## src/rtl/rtc_adj_seq.sv

```systemverilog
// rtc_adj_seq: masters the RTC register bus to apply a one-shot time offset.
// Sequence: read RTC_CTL, keep intxms_sel, write NS/SC offsets, write RTC_CTL
// with offset_valid, then hold the bus quiet long enough for the RTC's
// offset_valid self-clear before reporting done.
// Optional feature macro: RTC_ADJ_TICK_EN adds a TICK_INC write ahead of the
// offset writes when the request carries a valid tick value.

`ifndef RTC_BLK_ADDR
`define RTC_BLK_ADDR 24'h80_0000
`endif
`ifndef RTC_CTL_ADDR
`define RTC_CTL_ADDR 8'h00
`endif
`ifndef TICK_INC_ADDR
`define TICK_INC_ADDR 8'h04
`endif
`ifndef NS_OFST_ADDR
`define NS_OFST_ADDR 8'h08
`endif
`ifndef SC_OFST_ADDR0
`define SC_OFST_ADDR0 8'h0C
`endif
`ifndef SC_OFST_ADDR1
`define SC_OFST_ADDR1 8'h10
`endif

module rtc_adj_seq #(
    parameter logic [23:0] BLK_ADDR  = `RTC_BLK_ADDR,
    parameter int          GUARD_CYC = 4
) (
    input  logic        bus2ip_clk,
    input  logic        bus2ip_rst_n,
    input  logic        adj_req_i,
    input  logic [47:0] adj_sc_i,
    input  logic [31:0] adj_ns_i,
`ifdef RTC_ADJ_TICK_EN
    input  logic [31:0] adj_tick_i,
    input  logic        adj_tick_vld_i,
`endif
    output logic        adj_busy_o,
    output logic        adj_done_o,
    output logic        adj_drop_o,
    output logic [31:0] m_addr_o,
    output logic [31:0] m_data_o,
    output logic        m_rd_ce_o,
    output logic        m_wr_ce_o,
    input  logic [31:0] m_data_i
);

    localparam int CW = (GUARD_CYC > 1) ? $clog2(GUARD_CYC) : 1;

    // The RTC needs 3 write-free cycles to self-clear offset_valid.
    if (GUARD_CYC < 3) begin : g_guard_check
        $error("rtc_adj_seq: GUARD_CYC must be at least 3");
    end

    typedef enum logic [3:0] {
        IDLE,
        RD_CTL,
        RD_CAP,
`ifdef RTC_ADJ_TICK_EN
        WR_TICK,
`endif
        WR_NS,
        WR_SC0,
        WR_SC1,
        WR_CTL,
        GUARD,
        DONE
    } state_t;

    state_t        state;
    logic [47:0]   sc_q;
    logic [31:0]   ns_q;
    logic          ctl_q;
    logic [CW-1:0] guard_cnt;
`ifdef RTC_ADJ_TICK_EN
    logic [31:0]   tick_q;
    logic          tick_vld_q;
`endif

    // Only intxms_sel of the RTC_CTL readback is kept.
    logic unused_rd_bits;
    assign unused_rd_bits = ^{m_data_i[31:3], m_data_i[1:0]};

    // Sequencer: every output is a register updated together with the state.
    // m_addr_o resets to 0 and carries {BLK_ADDR, offset} from the first strobe on.
    always_ff @(posedge bus2ip_clk or negedge bus2ip_rst_n) begin
        if (!bus2ip_rst_n) begin
            state      <= IDLE;
            sc_q       <= '0;
            ns_q       <= '0;
            ctl_q      <= 1'b0;
            guard_cnt  <= '0;
`ifdef RTC_ADJ_TICK_EN
            tick_q     <= '0;
            tick_vld_q <= 1'b0;
`endif
            adj_busy_o <= 1'b0;
            adj_done_o <= 1'b0;
            adj_drop_o <= 1'b0;
            m_addr_o   <= '0;
            m_data_o   <= '0;
            m_rd_ce_o  <= 1'b0;
            m_wr_ce_o  <= 1'b0;
        end else begin
            m_rd_ce_o  <= 1'b0;
            m_wr_ce_o  <= 1'b0;
            adj_done_o <= 1'b0;
            adj_drop_o <= adj_req_i && (state != IDLE);
            case (state)
                IDLE: begin
                    if (adj_req_i) begin
                        sc_q       <= adj_sc_i;
                        ns_q       <= adj_ns_i;
`ifdef RTC_ADJ_TICK_EN
                        tick_q     <= adj_tick_i;
                        tick_vld_q <= adj_tick_vld_i;
`endif
                        adj_busy_o <= 1'b1;
                        m_rd_ce_o  <= 1'b1;
                        m_addr_o   <= {BLK_ADDR, `RTC_CTL_ADDR};
                        state      <= RD_CTL;
                    end
                end
                RD_CTL: begin
                    state <= RD_CAP;
                end
                RD_CAP: begin
                    // RTC read data is registered: valid the cycle after rd_ce.
                    ctl_q <= m_data_i[2];
`ifdef RTC_ADJ_TICK_EN
                    if (tick_vld_q) begin
                        m_wr_ce_o <= 1'b1;
                        m_addr_o  <= {BLK_ADDR, `TICK_INC_ADDR};
                        m_data_o  <= tick_q;
                        state     <= WR_TICK;
                    end else begin
                        m_wr_ce_o <= 1'b1;
                        m_addr_o  <= {BLK_ADDR, `NS_OFST_ADDR};
                        m_data_o  <= ns_q;
                        state     <= WR_NS;
                    end
`else
                    m_wr_ce_o <= 1'b1;
                    m_addr_o  <= {BLK_ADDR, `NS_OFST_ADDR};
                    m_data_o  <= ns_q;
                    state     <= WR_NS;
`endif
                end
`ifdef RTC_ADJ_TICK_EN
                WR_TICK: begin
                    m_wr_ce_o <= 1'b1;
                    m_addr_o  <= {BLK_ADDR, `NS_OFST_ADDR};
                    m_data_o  <= ns_q;
                    state     <= WR_NS;
                end
`endif
                WR_NS: begin
                    m_wr_ce_o <= 1'b1;
                    m_addr_o  <= {BLK_ADDR, `SC_OFST_ADDR0};
                    m_data_o  <= {16'h0, sc_q[47:32]};
                    state     <= WR_SC0;
                end
                WR_SC0: begin
                    m_wr_ce_o <= 1'b1;
                    m_addr_o  <= {BLK_ADDR, `SC_OFST_ADDR1};
                    m_data_o  <= sc_q[31:0];
                    state     <= WR_SC1;
                end
                WR_SC1: begin
                    // offset_valid=1, clear_rtc=0, intxms_sel preserved.
                    m_wr_ce_o <= 1'b1;
                    m_addr_o  <= {BLK_ADDR, `RTC_CTL_ADDR};
                    m_data_o  <= {29'h0, ctl_q, 1'b0, 1'b1};
                    state     <= WR_CTL;
                end
                WR_CTL: begin
                    guard_cnt <= CW'(GUARD_CYC - 1);
                    state     <= GUARD;
                end
                GUARD: begin
                    if (guard_cnt == '0) begin
                        adj_done_o <= 1'b1;
                        state      <= DONE;
                    end else begin
                        guard_cnt <= guard_cnt - 1'b1;
                    end
                end
                DONE: begin
                    adj_busy_o <= 1'b0;
                    state      <= IDLE;
                end
                default: begin
                    adj_busy_o <= 1'b0;
                    state      <= IDLE;
                end
            endcase
        end
    end

endmodule

```

## config.mk

```make
export PLATFORM = sky130hd
export DESIGN_NAME = rtc_adj_seq
export DESIGN_NICKNAME = d
export VERILOG_FILES = /design/src/rtl/rtc_adj_seq.sv
export SDC_FILE = /design/constraint.sdc
export NUM_CORES = 1
export LEC_CHECK = 0
export CORE_MARGIN = 1.5
export CORE_UTILIZATION = 42
export CTS_CLUSTER_SIZE = 10
export DETAILED_ROUTE_END_ITERATION = 16
export HOLD_SLACK_MARGIN = 0.06
export PLACE_DENSITY_LB_ADDON = 0.25
export SLEW_MARGIN = 25
export SYNTH_ARGS = -nofsm -noshare
export SYNTH_HDL_FRONTEND = slang
export SYNTH_SLANG_ARGS = --single-unit
```

## constraint.sdc

```tcl
create_clock -name bus2ip_clk -period 1.6 [get_ports bus2ip_clk]
set_input_delay 0.32 -clock bus2ip_clk [delete_from_list [all_inputs] [get_ports bus2ip_clk]]
set_output_delay 0.32 -clock bus2ip_clk [all_outputs]
set_load 0.02 [all_outputs]
```

# --- Word-level counts from Yosys, hierarchy flattened ---
# Index checks and enable logic that the tools add are counted.
totals:
  ff_bits: 156
  inputBits: 115
  output_inout_bits: 69
  word_cells: 53
op_classes:
  addsub: 1
  n_eq_ne: 10
  muxes: 15
  n_bitwise: 1
  reduce_logical: 14
op_table:
  columns: ["op", "count"]
  rows:
  - ["32-bit one-hot mux with 5 select lines", 1]
  - ["32-bit one-hot mux with 4 select lines", 1]
  - ["32-bit two-way mux", 1]
  - ["4-bit one-hot mux with 8 select lines", 1]
  - ["4-bit by 3-bit == test with 1-bit output, second input constant", 4]
  - ["2-bit AND reduction", 5]
  - ["4-bit by 2-bit == test with 1-bit output, second input constant", 2]
  - ["4-bit two-way mux", 2]
  - ["4-bit nonzero test", 2]
  - ["7-bit OR reduction", 1]
  - ["1-bit two-way mux", 6]
  - ["2-bit inequality test, second input constant", 3]
  - ["5-bit nonzero test", 1]
  - ["4-bit by 1-bit == test with 1-bit output, second input constant", 1]
  - ["4-bit logical NOT", 1]
  - ["2-bit one-hot mux with 2 select lines", 1]
  - ["4-bit OR reduction", 1]
  - ["2-bit logical NOT", 1]
  - ["2-bit two-way mux", 1]
  - ["1-bit one-hot mux with 2 select lines", 1]
  - ["2-bit nonzero test", 1]
  - ["2-bit by 1-bit subtractor with 2-bit output, second input constant", 1]
  - ["1-bit logical AND", 1]
  - ["1-bit NOT", 1]

# --- Longest topological paths before layout ---
# Gate-level depths: netlist of run 1.
depth:
  ltp_word: 4
  depth_mapped: 8
  depth_no_buf: 5

# --- Worst setup path before layout of run 1 ---
# No wires, ideal clock.
synth_timing:
  kind: "register to register"
  start: "register state[1]"
  end: "register m_data_o[14]"
  setup_ps: 150
  t_arrival_ps: 1354
  required_time_ps: 1450
  setup_slack_ps: 97
  path_stages_with_launch: 7
  path_buffers: 2
  synth_period_minus_slack_ps: 1503
  cell_sequence: "dfrtp_1 buf_4 nand2b_1 a21o_2 buf_2 nor3_1 a211oi_2"
synth_between:
  elab_chain_len: 2
  elab_cells_between_ends: 6
  cone_classes: "eq/ne: 4; mux: 1; reduce/logical: 1"
synth_lines:
  columns: ["element", "line_no", "source"]
  rows:
  - ["start, declared", "72", "state_t state;"]
  - ["start signal, assigned", "90", "state <= IDLE;"]
  - ["start signal, assigned", "123", "state <= RD_CTL;"]
  - ["start signal, assigned", "127", "state <= RD_CAP;"]
  - ["4-bit by 3-bit == test with 1-bit output or 4-bit by 2-bit == test with 1-bit output (tied branches)", "111", "case (state)"]
  - ["32-bit one-hot mux with 4 select lines or 4-bit nonzero test (tied branches)", null, null]
  - ["end signal, assigned", "147", "m_data_o <= ns_q;"]
  - ["end signal, assigned", "162", "m_data_o <= {16'h0, sc_q[47:32]};"]
  - ["end signal, assigned", "168", "m_data_o <= sc_q[31:0];"]
  - ["end, declared", "44", "output logic [31:0] m_data_o,"]
# Parallel ways exist; a longest one is shown, timed or not.
# A chain may end at the register's enable or synchronous reset.

# --- Worst setup path after layout of run 1 ---
layout_timing:
  start: "register state[1]"
  end: "register ns_q[20]"
layout_between:
  elab_chain_len: 2
layout_lines:
  columns: ["element", "line_no", "source"]
  rows:
  - ["4-bit logical NOT", "111", null]
  - ["2-bit AND reduction (no line)", null, null]
  - ["end signal, assigned", "115", "ns_q <= adj_ns_i;"]
  - ["end, declared", "74", "logic [31:0] ns_q;"]
# No other way between the ends.

==> results of run 1 <==
cell type report:
class | instances | share of cell area, %
timing repair buffer | 170 | 22.9
inverter | 8 | 0.474
clock buffer | 27 | 6.61
multi-input combinational | 439 | 26.7
sequential | 128 | 40.5
tap | 176 | 2.78
state kept, by name, indices dropped and copies added (netlist names):
| register | flops |
|---|---|
| sc_q | 48 |
| ctl_q | 1 |
| adj_drop_o | 1 |
| adj_done_o | 1 |
| guard_cnt | 2 |
| m_rd_ce_o | 1 |
| m_addr_o | 4 |
| ns_q | 32 |
| adj_busy_o | 1 |
| m_wr_ce_o | 1 |
| state | 4 |
| m_data_o | 32 |
cells in the mapped netlist (3+ instances only):
cell type and instances:
sky130_fd_sc_hd__a221oi_1 15, sky130_fd_sc_hd__a21oi_1 4, sky130_fd_sc_hd__nor2_1 51, sky130_fd_sc_hd__inv_1 6, sky130_fd_sc_hd__buf_4 31, sky130_fd_sc_hd__nand2b_1 6
sky130_fd_sc_hd__a211oi_2 10, sky130_fd_sc_hd__o22ai_1 15, sky130_fd_sc_hd__buf_2 17, sky130_fd_sc_hd__nand2_1 241, sky130_fd_sc_hd__o21ai_0 6, sky130_fd_sc_hd__nor2b_1 18
sky130_fd_sc_hd__buf_6 8, sky130_fd_sc_hd__a31oi_1 5, sky130_fd_sc_hd__dfrtp_1 128, sky130_fd_sc_hd__clkbuf_1 7, sky130_fd_sc_hd__a211oi_1 3, sky130_fd_sc_hd__nor3_1 15
stage by stage:
step,instance area (um2),setup TNS (ps)
after floorplan,5760,0
after global placement,7200,0
after detailed placement,7200,-20.5
final,7910,-25.5
after CTS,7680,0
after global routing,7910,-5170
critical path: stages (launching register included):
cell	delay (ps)
sky130_fd_sc_hd__dfrtp_1	400
sky130_fd_sc_hd__buf_6	140
sky130_fd_sc_hd__nor4_4	340
sky130_fd_sc_hd__nand2_4	140
sky130_fd_sc_hd__buf_4	180
sky130_fd_sc_hd__clkbuf_16	170
sky130_fd_sc_hd__nand2_1	80
sky130_fd_sc_hd__nand2_1	60
cells in the final DEF (no fill, tap or decap), drive strengths merged, types with 2 or more instances in the layout:
master | synthesis | final
o21ai | 7 | 7
a31oi | 5 | 5
conb | 1 | 28
clkdlybuf4s50 | 0 | 82
a221oi | 16 | 16
o22ai | 15 | 15
clkbuf | 7 | 31
dfrtp | 128 | 128
dlygate4sd2 | 0 | 41
a21o | 2 | 2
a211oi | 13 | 13
inv | 7 | 8
nor3 | 16 | 16
a21oi | 4 | 4
nand2b | 6 | 6
nor2 | 51 | 51
o21a | 2 | 2
nand3 | 2 | 2
buf | 57 | 42
nor2b | 18 | 18
nand2 | 242 | 242
logic make-up after synthesis:
group | after synthesis | synth area share [%]
AND/OR/NAND/NOR | 339 | 24.7
flip-flops | 128 | 56.6
multiplexers | 2 | 0.376
buffers and inverters | 72 | 8.29
AO/OA/AOI/OAI | 69 | 9.71
other | 1 | 0.0663
adder cells (fa/ha/maj) | 1 | 0.221
worst min-delay path by stage:
stage	slack, ps	to
4_1_cts	330	m_data_o[8]
6_report	340	sc_q[8]
3_3_place_gp	200	m_data_o[7]
2_1_floorplan	20	adj_busy_o
3_5_place_dp	210	m_data_o[8]
5_1_grt	350	sc_q[39]
power breakdown:
group,leakage [nW],total (mW),internal (mW),switching (mW)
registers,1.58,5.80,4.86,0.939
clock network,0.257,3.47,2.18,1.29
logic,2.04,6.37,2.82,3.55
total,3.88,15.6,9.87,5.78
metal layers:
metal  GRT usage (%)  routed length [um]  vias up
met5               0                   0        -
met4            9.11                 295        0
met3            4.74                 798       20
met2            35.7                7570      171
met1            25.8                6390     2351
li1                -                   -     2234
what timing repair did:
item	4_1_cts	5_1_grt
hold buffers	1	0
resized for setup	41	21
endpoints found under the hold margin	23	0
pin swaps	0	3
buffers inserted	0	6
endpoints found under the setup margin	41	94
cloned	0	5
==> out/summary.md, run 1 <==
- 9.24 um2 — synthesized area per cell
- 0.000910 V — Peak supply drop
- 9510 um — HPWL Detailed
- 0.620 GHz — achievable clock frequency
- 23100 um — first-pass GRT wire length
- 124 — count of input and output buffers
- yes — TritonCTS clock tree
- state[1] — r2r startpoint
- 15 — maximum net fanout on the critical path
- 4776 — via count
- ns_q[20] — Critical path destination
- 3.88 nW — reported leakage power
- 119 um — Die H
- 335 ps — final hold slack
- 1900 ps — Required @ worst endpoint
- 4809 — number of global-route vias before repair
- 5.04 — average via count per standard cell
- 39.8% — Area Growth Syn to Fin
- register — kind of start point of the critical path
- register — nature of the critical path endpoint
- 56.6% — register area share after synthesis
- 40 — maximum number of pins on one net before global-route repair
- 4 — total number of H-tree levels
- 1610 ps — Min Clock Period, post-route
- 0.810 — Placer Congestion
- 1134 — Fill cells
- 0 — Overflow after GRT
- 101% — share of the clock period used by the worst path after layout
- 15.9 um — WL/cell
- 948 — post-route insts no fill
- -10 ps — minimum setup slack among reg-to-reg paths
- state[1] — source of the critical timing path
- 0 — number of antenna violations at the first check in global routing
- in -> async — type of the tightest min-delay check
- sky130_fd_sc_hd__dfrtp_1 — flip-flop cell with the highest count after synthesis
- 100% — post-synthesis async set-or-reset flop share
- yes — unrepaired setup endpoints after global routing
- 15.6 mW — sum of internal, switching and leakage power
- 5 — 1st-pass router iterations
- 3200 um2 — Sequential Area
- 1980 nW/um2 — power per unit of standard cell area
- 5660 um2 — Cell Area, Synth
- 0 — remaining antenna violation count
- 612 — cell count after synthesis
- 119 um — die width
- 14200 um2 — floorplan die area
- 9.05 ps — worst-case clock skew
- 909 — post-placement cell count
- 17 — cts bufs inserted
- 0 — Synth Warn #
- reg -> reg — worst setup path class
- 50 ps — clock edge transition at the registers on the reported setup and hold paths
- -9.68 ps — pre-CTS worst setup slack
- 5 — total setup violations reported at the end of the flow
- 354 — number of DRC violations after detailed-routing iteration 0
- 21.1% — total global-route track usage
- -13.1 ps — Final Worst Setup Slack
- 128 — flip-flop and latch count after synthesis
- 0 — count of inserted antenna diode cells
- 184 — Ports
- 0 — pins over their slew limit
- 2 — clock tree buffer depth
- 7 — worst reg2reg path depth
- ns_q[20] — R2R Path End
- 56.6% — fraction of synthesized cell area taken by the top area cell type
- 42 — number of distinct standard cells referenced by the synthesized netlist
- 13200 um2 — standard cell core area
- 880 — Net count, final
- negative setup slack — violations in the final reports
- finished with violations — result of the run
- 420 ps — clock latency on the worst-skew pair
- 0 — EDFF count, synth
- 60.0% — Final Util
- sky130_fd_sc_hd__clkbuf_16 — CTS Root Cell
- 42.9% — Initial Util
- 1920 ps — data arrival at the endpoint of the critical path
- 42 — cell row count
- 128 — clk sinks
- 0 — endpoints failing hold
- 0 — # DRC
- 15100 um — final wirelength
- sky130_fd_sc_hd__dfrtp_1 — largest area contributor in the netlist
- 2120 um2 — area occupied by multi-input gates
- 0 — max cap viols
- 12.6% — share of cells above drive strength 1
- sky130_fd_sc_hd__dfrtp_1 (57%), sky130_fd_sc_hd__nand2_1 (16%), sky130_fd_sc_hd__buf_4 (4.1%) — Synth area leaders
No activity file was read; power rests on OpenSTA's default activity.
==> run 2, diff against run 1 <==
--- a/config.mk
+++ b/config.mk
@@ -5,12 +5,15 @@
 export SDC_FILE = /design/constraint.sdc
 export NUM_CORES = 1
 export LEC_CHECK = 0
+export CELL_PAD_IN_SITES_DETAIL_PLACEMENT = 1
+export CELL_PAD_IN_SITES_GLOBAL_PLACEMENT = 2
 export CORE_MARGIN = 1.5
-export CORE_UTILIZATION = 42
+export CORE_UTILIZATION = 24
 export CTS_CLUSTER_SIZE = 10
 export DETAILED_ROUTE_END_ITERATION = 16
 export HOLD_SLACK_MARGIN = 0.06
 export PLACE_DENSITY_LB_ADDON = 0.25
+export RECOVER_POWER = 100
 export SLEW_MARGIN = 25
 export SYNTH_ARGS = -nofsm -noshare
 export SYNTH_HDL_FRONTEND = slang
==> run 2 against run 1 <==
  * The run now ends clean
  * Via count decreased by 0.75%
  * Register-to-register slack improved by 70 ps
  * Clock skew about the same
  * Clock power increased by 9.2%
  * Setup slack improved by 75 ps
  * Largest cell class unchanged
  * Largest power group unchanged
==> out/summary.md, run 2 (same netlist as run 1, synthesis figures left out) <==
- -35.3 ps — pre-CTS worst setup slack
- 0 — pins over their slew limit
- sc_q — register name with the most flops
- 1096 — post-route insts no fill
- 61.5 ps — Final Worst Setup Slack
- 880 — Net count, final
- 2 — clock tree buffer depth
- 1540 ps — Min Clock Period, post-route
- 3.88 nW — reported leakage power
- 60 ps — clock edge transition at the registers on the reported setup and hold paths
- nor4_4, nand2_4, inv_8, buf_12, buf_12, nand2_1, nand2_1 — crit-path cells
- 420 ps — clock latency on the worst-skew pair
- 4740 — via count
- 4 — 1st-pass router iterations
- 4.32 — average via count per standard cell
- in -> reg — type of the tightest min-delay check
- 34.8% — Final Util
- 24.2% — Initial Util
- 183 — number of DRC violations after detailed-routing iteration 0
- 23300 um2 — standard cell core area
- 4 — total number of H-tree levels
- finished clean — result of the run
- 184 — Ports
- sky130_fd_sc_hd__clkbuf_16 — CTS Root Cell
- 0 — Overflow after GRT
- 13.3% — share of cells above drive strength 1
- yes — TritonCTS clock tree
- 0 — count of inserted antenna diode cells
- 0.787 — Placer Congestion
- 8.84 ps — worst-case clock skew
- 15.1% — total global-route track usage
- 124 — count of input and output buffers
- sc_q[6] — destination of the worst hold path
- simple AND/OR/NAND/NOR gates — kind of cell adding the most delay to the critical path
- 3210 um2 — Sequential Area
- 428 ps — final hold slack
- 35 — maximum number of pins on one net before global-route repair
- 0.000544 V — Peak supply drop
- 1940 ps — Required @ worst endpoint
- state[2] — r2r startpoint
- 2677 — Fill cells
- 60 ps — minimum setup slack among reg-to-reg paths
- 879 ps — measured slew at the worst slew-check pin
- sky130_fd_sc_hd__nand2_1 — most common cell after layout, fill and taps aside
- 0.650 GHz — achievable clock frequency
- sc_q x48, m_data_o x32, ns_q x32 — largest registers
- 157 um — Die H
- adj_sc_i[6] — launch instance of the worst min-delay path
- 1980 nW/um2 — power per unit of standard cell area
- register — nature of the critical path endpoint
- 3 — count of buffering cells on the critical path with inverters included
- 128 — clk sinks
- 0 — total setup violations reported at the end of the flow
- 157 um — die width
- yes — unrepaired setup endpoints after global routing
- 0 — endpoints failing hold
- 96.2% — share of the clock period used by the worst path after layout
- ns_q[30] — R2R Path End
- 2130 um2 — area occupied by multi-input gates
- 43.5% — Area Growth Syn to Fin
- 48 — number of flip-flops under the largest register name
- 460 ps — Max stage delay on crit path
- 17 — cts bufs inserted
- 41.4% — worst slew slack as a fraction of its limit
- 27700 um — first-pass GRT wire length
- 7 — worst reg2reg path depth
- 16.5 um — WL/cell
- sky130_fd_sc_hd__nand2_1 (241), sky130_fd_sc_hd__dfrtp_1 (125), sky130_fd_sc_hd__clkdlybuf4s50_1 (82) — top library cells by usage in the layout, fill and taps aside
- 0 — remaining antenna violation count
- 1 — number of antenna violations at the first check in global routing
- 0 — max cap viols
- 5119 — number of global-route vias before repair
- 56 — cell row count
- 1055 — post-placement cell count
- register — kind of start point of the critical path
- reg -> reg — worst setup path class
- 3 — Hold Path Depth
- 0 — # DRC
- 24500 um2 — floorplan die area
- 12100 um — HPWL Detailed
- 18000 um — final wirelength
- sky130_fd_sc_hd__dfrtp_2 — highest-delay cell along the critical path
- 1880 ps — data arrival at the endpoint of the critical path
- 11 — maximum net fanout on the critical path
## run 2: metal layers
| layer | GRT usage, % | vias to the layer above | part of all wire [%] | routed length, um |
|---|---|---|---|---|
| met2 | 26.0 | 97 | 51 | 9190 |
| met1 | 18.6 | 2377 | 44 | 8000 |
| met4 | 5.58 | 2 | 1.4 | 259 |
| li1 | - | 2240 | - | - |
| met5 | 0 | - | 0.072 | 13 |
| met3 | 3.10 | 24 | 3.2 | 573 |
## run 2: layout make-up
class	count	share of cell area, %
sequential	128	39.5
multi-input combinational	439	26.2
timing repair buffer	170	21.8
clock buffer	22	5.72
tap	319	4.92
clock inverter	10	1.37
inverter	8	0.478
## run 2: where the power goes
group | switching [mW] | internal (mW) | leakage, nW
Combinational | 3.66 | 2.76 | 2.03
Clock | 1.43 | 2.36 | 0.276
Sequential | 0.989 | 4.86 | 1.58
Total | 6.08 | 9.98 | 3.88
## run 2: how the worst max path moves through the flow
stage | start | end | depth (start not counted)
after floorplan | state[1] | m_data_o[14] | 6
after global placement | state[2] | m_data_o[18] | 5
after detailed placement | state[2] | m_data_o[21] | 5
after CTS | state[2] | m_data_o[20] | 5
after global routing | state[2] | sc_q[2] | 6
final | state[2] | ns_q[30] | 7
## run 2: worst register-to-register path: stages, from the launching register on
cell and delay [ps]:
sky130_fd_sc_hd__dfrtp_2 460, sky130_fd_sc_hd__nor4_4 360, sky130_fd_sc_hd__nand2_4 130, sky130_fd_sc_hd__inv_8 100, sky130_fd_sc_hd__buf_12 150, sky130_fd_sc_hd__buf_12 150
sky130_fd_sc_hd__nand2_1 60, sky130_fd_sc_hd__nand2_1 80
## run 2: through the flow
step	setup TNS [ps]	power, mW	cell area [um2]
floorplan	0	9.61	5760
CTS	0	16.1	7960
finish	0	16.1	8120
detailed placement	-48.3	12.6	7420
global placement	0	12.3	7420
global route	-25.9	17.3	8120
## run 2: repair_timing
item	in CTS	in global routing
gates cloned	0	4
endpoints found under the setup margin	47	66
buffers inserted	0	4
gates resized for setup	44	13
hold buffers	1	0
pin swaps	0	1
endpoints found under the hold margin	27	0
==> run 3, diff against run 2 <==
--- a/config.mk
+++ b/config.mk
@@ -14,6 +14,7 @@
 export HOLD_SLACK_MARGIN = 0.06
 export PLACE_DENSITY_LB_ADDON = 0.25
 export RECOVER_POWER = 100
+export SETUP_SLACK_MARGIN = 0.4
 export SLEW_MARGIN = 25
 export SYNTH_ARGS = -nofsm -noshare
 export SYNTH_HDL_FRONTEND = slang
==> run 3 against run 2 <==
  * Utilization rose by 4.7 points
  * Non-clock buffer count rose by 34
  * Critical endpoint is now m_addr_o[4]
  * Critical path type unchanged
  * Power rose by 20%
  * Cell area rose by 14%
  * Largest cell class unchanged
  * Highest routed layer is now met4
  * Fmax fell by 1.4%
  * Sequential power rose by 6.3%
  * Register-to-register slack got worse by 20 ps
  * Sequential cell count did not move
  * Global-route usage rose by 0.57 points
==> out/summary.md, run 3 (same netlist as run 1, synthesis figures left out) <==
- sky130_fd_sc_hd__dfrtp_2 — highest-delay cell along the critical path
- 124 — count of input and output buffers
- in -> reg — type of the tightest min-delay check
- 9220 um2 — post-route cell area
- 1053 — post-placement cell count
- 3 — Hold Path Depth
- 33.6% — share of cells above drive strength 1
- finished clean — result of the run
- yes — TritonCTS clock tree
- 23300 um2 — standard cell core area
- 186 — number of DRC violations after detailed-routing iteration 0
- 1860 ps — data arrival at the endpoint of the critical path
- 430 ps — Max stage delay on crit path
- state[2] — r2r startpoint
- 0 — max cap viols
- 420 ps — clock latency on the worst-skew pair
- 184 — Ports
- 2582 — Fill cells
- 864 ps — measured slew at the worst slew-check pin
- m_addr_o[4] — R2R Path End
- 2670 um2 — area occupied by multi-input gates
- register — nature of the critical path endpoint
- 1132 — post-route insts no fill
- 0.641 GHz — achievable clock frequency
- 17 — cts bufs inserted
- 29000 um — first-pass GRT wire length
- 7.95 ps — worst-case clock skew
- 0 — endpoints failing hold
- 0 — total setup violations reported at the end of the flow
- 12200 um — HPWL Detailed
- 60 ps — clock edge transition at the registers on the reported setup and hold paths
- 5380 — number of global-route vias before repair
- state[2] — source of the critical timing path
- 48 — number of flip-flops under the largest register name
- 63.0% — Area Growth Syn to Fin
- 4.32 nW — reported leakage power
- 42.4% — worst slew slack as a fraction of its limit
- 0.729 — Placer Congestion
- 3210 um2 — Sequential Area
- yes — unrepaired setup endpoints after global routing
- 0 — number of antenna violations at the first check in global routing
- 4 — 1st-pass router iterations
- 15.7% — total global-route track usage
- m_addr_o[4] — Critical path destination
- 916 — Net count, final
- nor4_4, nand2_4, buf_12, buf_12, a31o_4 — crit-path cells
- 4.35 — average via count per standard cell
- 157 um — die width
- 16.7 um — WL/cell
- sky130_fd_sc_hd__buf_12 — cell mode on critical path
- 9 — maximum net fanout on the critical path
- 1900 ps — Required @ worst endpoint
- 128 — clk sinks
- 2090 nW/um2 — power per unit of standard cell area
- 47 — maximum number of pins on one net before global-route repair
- 97.5% — share of the clock period used by the worst path after layout
- sc_q — register name with the most flops
- 1560 ps — Min Clock Period, post-route
- 439 ps — final hold slack
- 56 — cell row count
- 24.2% — Initial Util
- 4926 — via count
- sky130_fd_sc_hd__nand2_1 (205), sky130_fd_sc_hd__dfrtp_1 (124), sky130_fd_sc_hd__clkdlybuf4s50_1 (82) — top library cells by usage in the layout, fill and taps aside
- sc_q x48, m_data_o x32, ns_q x32 — largest registers
- 24500 um2 — floorplan die area
- reg -> reg — worst setup path class
- 18900 um — final wirelength
- 7530 um2 — total cell area at the placement stage
- adj_ns_i[10] — launch instance of the worst min-delay path
- 0 — remaining antenna violation count
- register — kind of start point of the critical path
- 0 — count of inserted antenna diode cells
- 40 ps — minimum setup slack among reg-to-reg paths
- 39.5% — Final Util
- 0 — # DRC
- 5 — worst reg2reg path depth
- 0.000717 V — Peak supply drop
- sky130_fd_sc_hd__clkbuf_16 — CTS Root Cell
- 4 — total number of H-tree levels
- sky130_fd_sc_hd__nand2_1 — most common cell after layout, fill and taps aside
- 0 — Overflow after GRT
- 2 — clock tree buffer depth
- 157 um — Die H
- 0 — pins over their slew limit
## run 3: cell types whose count changed in the layout (fill, tap and decap cells not counted), sizes merged
cell	change
dlygate4sd2	-41
inv	-1
clkinvlp	-1
bufinv	+1
buf	+76
clkbuf	-1
clkinv	+3
## run 3: final cells by class
type                    count  share of cell area [%]
clock buffers              22                    5.03
clock inverters            10                    1.47
inverters                   8                   0.529
multi-input cells         439                    28.9
flip-flops and latches    128                    34.8
well taps                 319                    4.33
repair buffers            204                    24.7
repair inverters            2                   0.271
## run 3: critical path: cells and delay by family, from the launching register on
kind,cells,cell delay (ps)
compound gates,1,210
buf+inv,2,310
flops,1,430
simple gates,2,480
## run 3: how the worst min path moves through the flow
stage / end / slack (ps)
6_report: ns_q[10] / 440
5_1_grt: ns_q[22] / 430
4_1_cts: ns_q[23] / 360
3_5_place_dp: ns_q[23] / 230
3_3_place_gp: ns_q[29] / 230
2_1_floorplan: adj_busy_o / 20
## run 3: per-stage QoR
stage	setup TNS [ps]	power (mW)	setup slack, ps
floorplan	0	10.0	170
global placement	-3180	12.5	-220
detailed placement	-4480	12.8	-273
CTS	0	18.6	39.6
global route	-191	20.5	-30.4
finish	0	19.3	39.8
## run 3: layer usage
layer | track usage [%] | vias to the layer above | wire length (um) | share of wire [%]
met5 | 0 | - | 0 | 0
li1 | - | 2320 | - | -
met3 | 3.38 | 15 | 734 | 3.9
met1 | 18.9 | 2491 | 7980 | 42
met2 | 27.9 | 100 | 9940 | 53
met4 | 4.81 | 0 | 217 | 1.2
## run 3: report_power, final
group	internal, mW	switching, mW
logic	4.52	4.61
clock network	2.53	1.42
registers	4.87	1.35
## run 3: timing repair
action | 4_1_cts | 5_1_grt
hold endpoints to repair | 27 | 0
endpoints found under the setup margin | 168 | 166
cloned | 5 | 3
hold buffers | 1 | 0
buffers inserted | 23 | 15
pin swaps | 35 | 11
gates resized for setup | 327 | 62
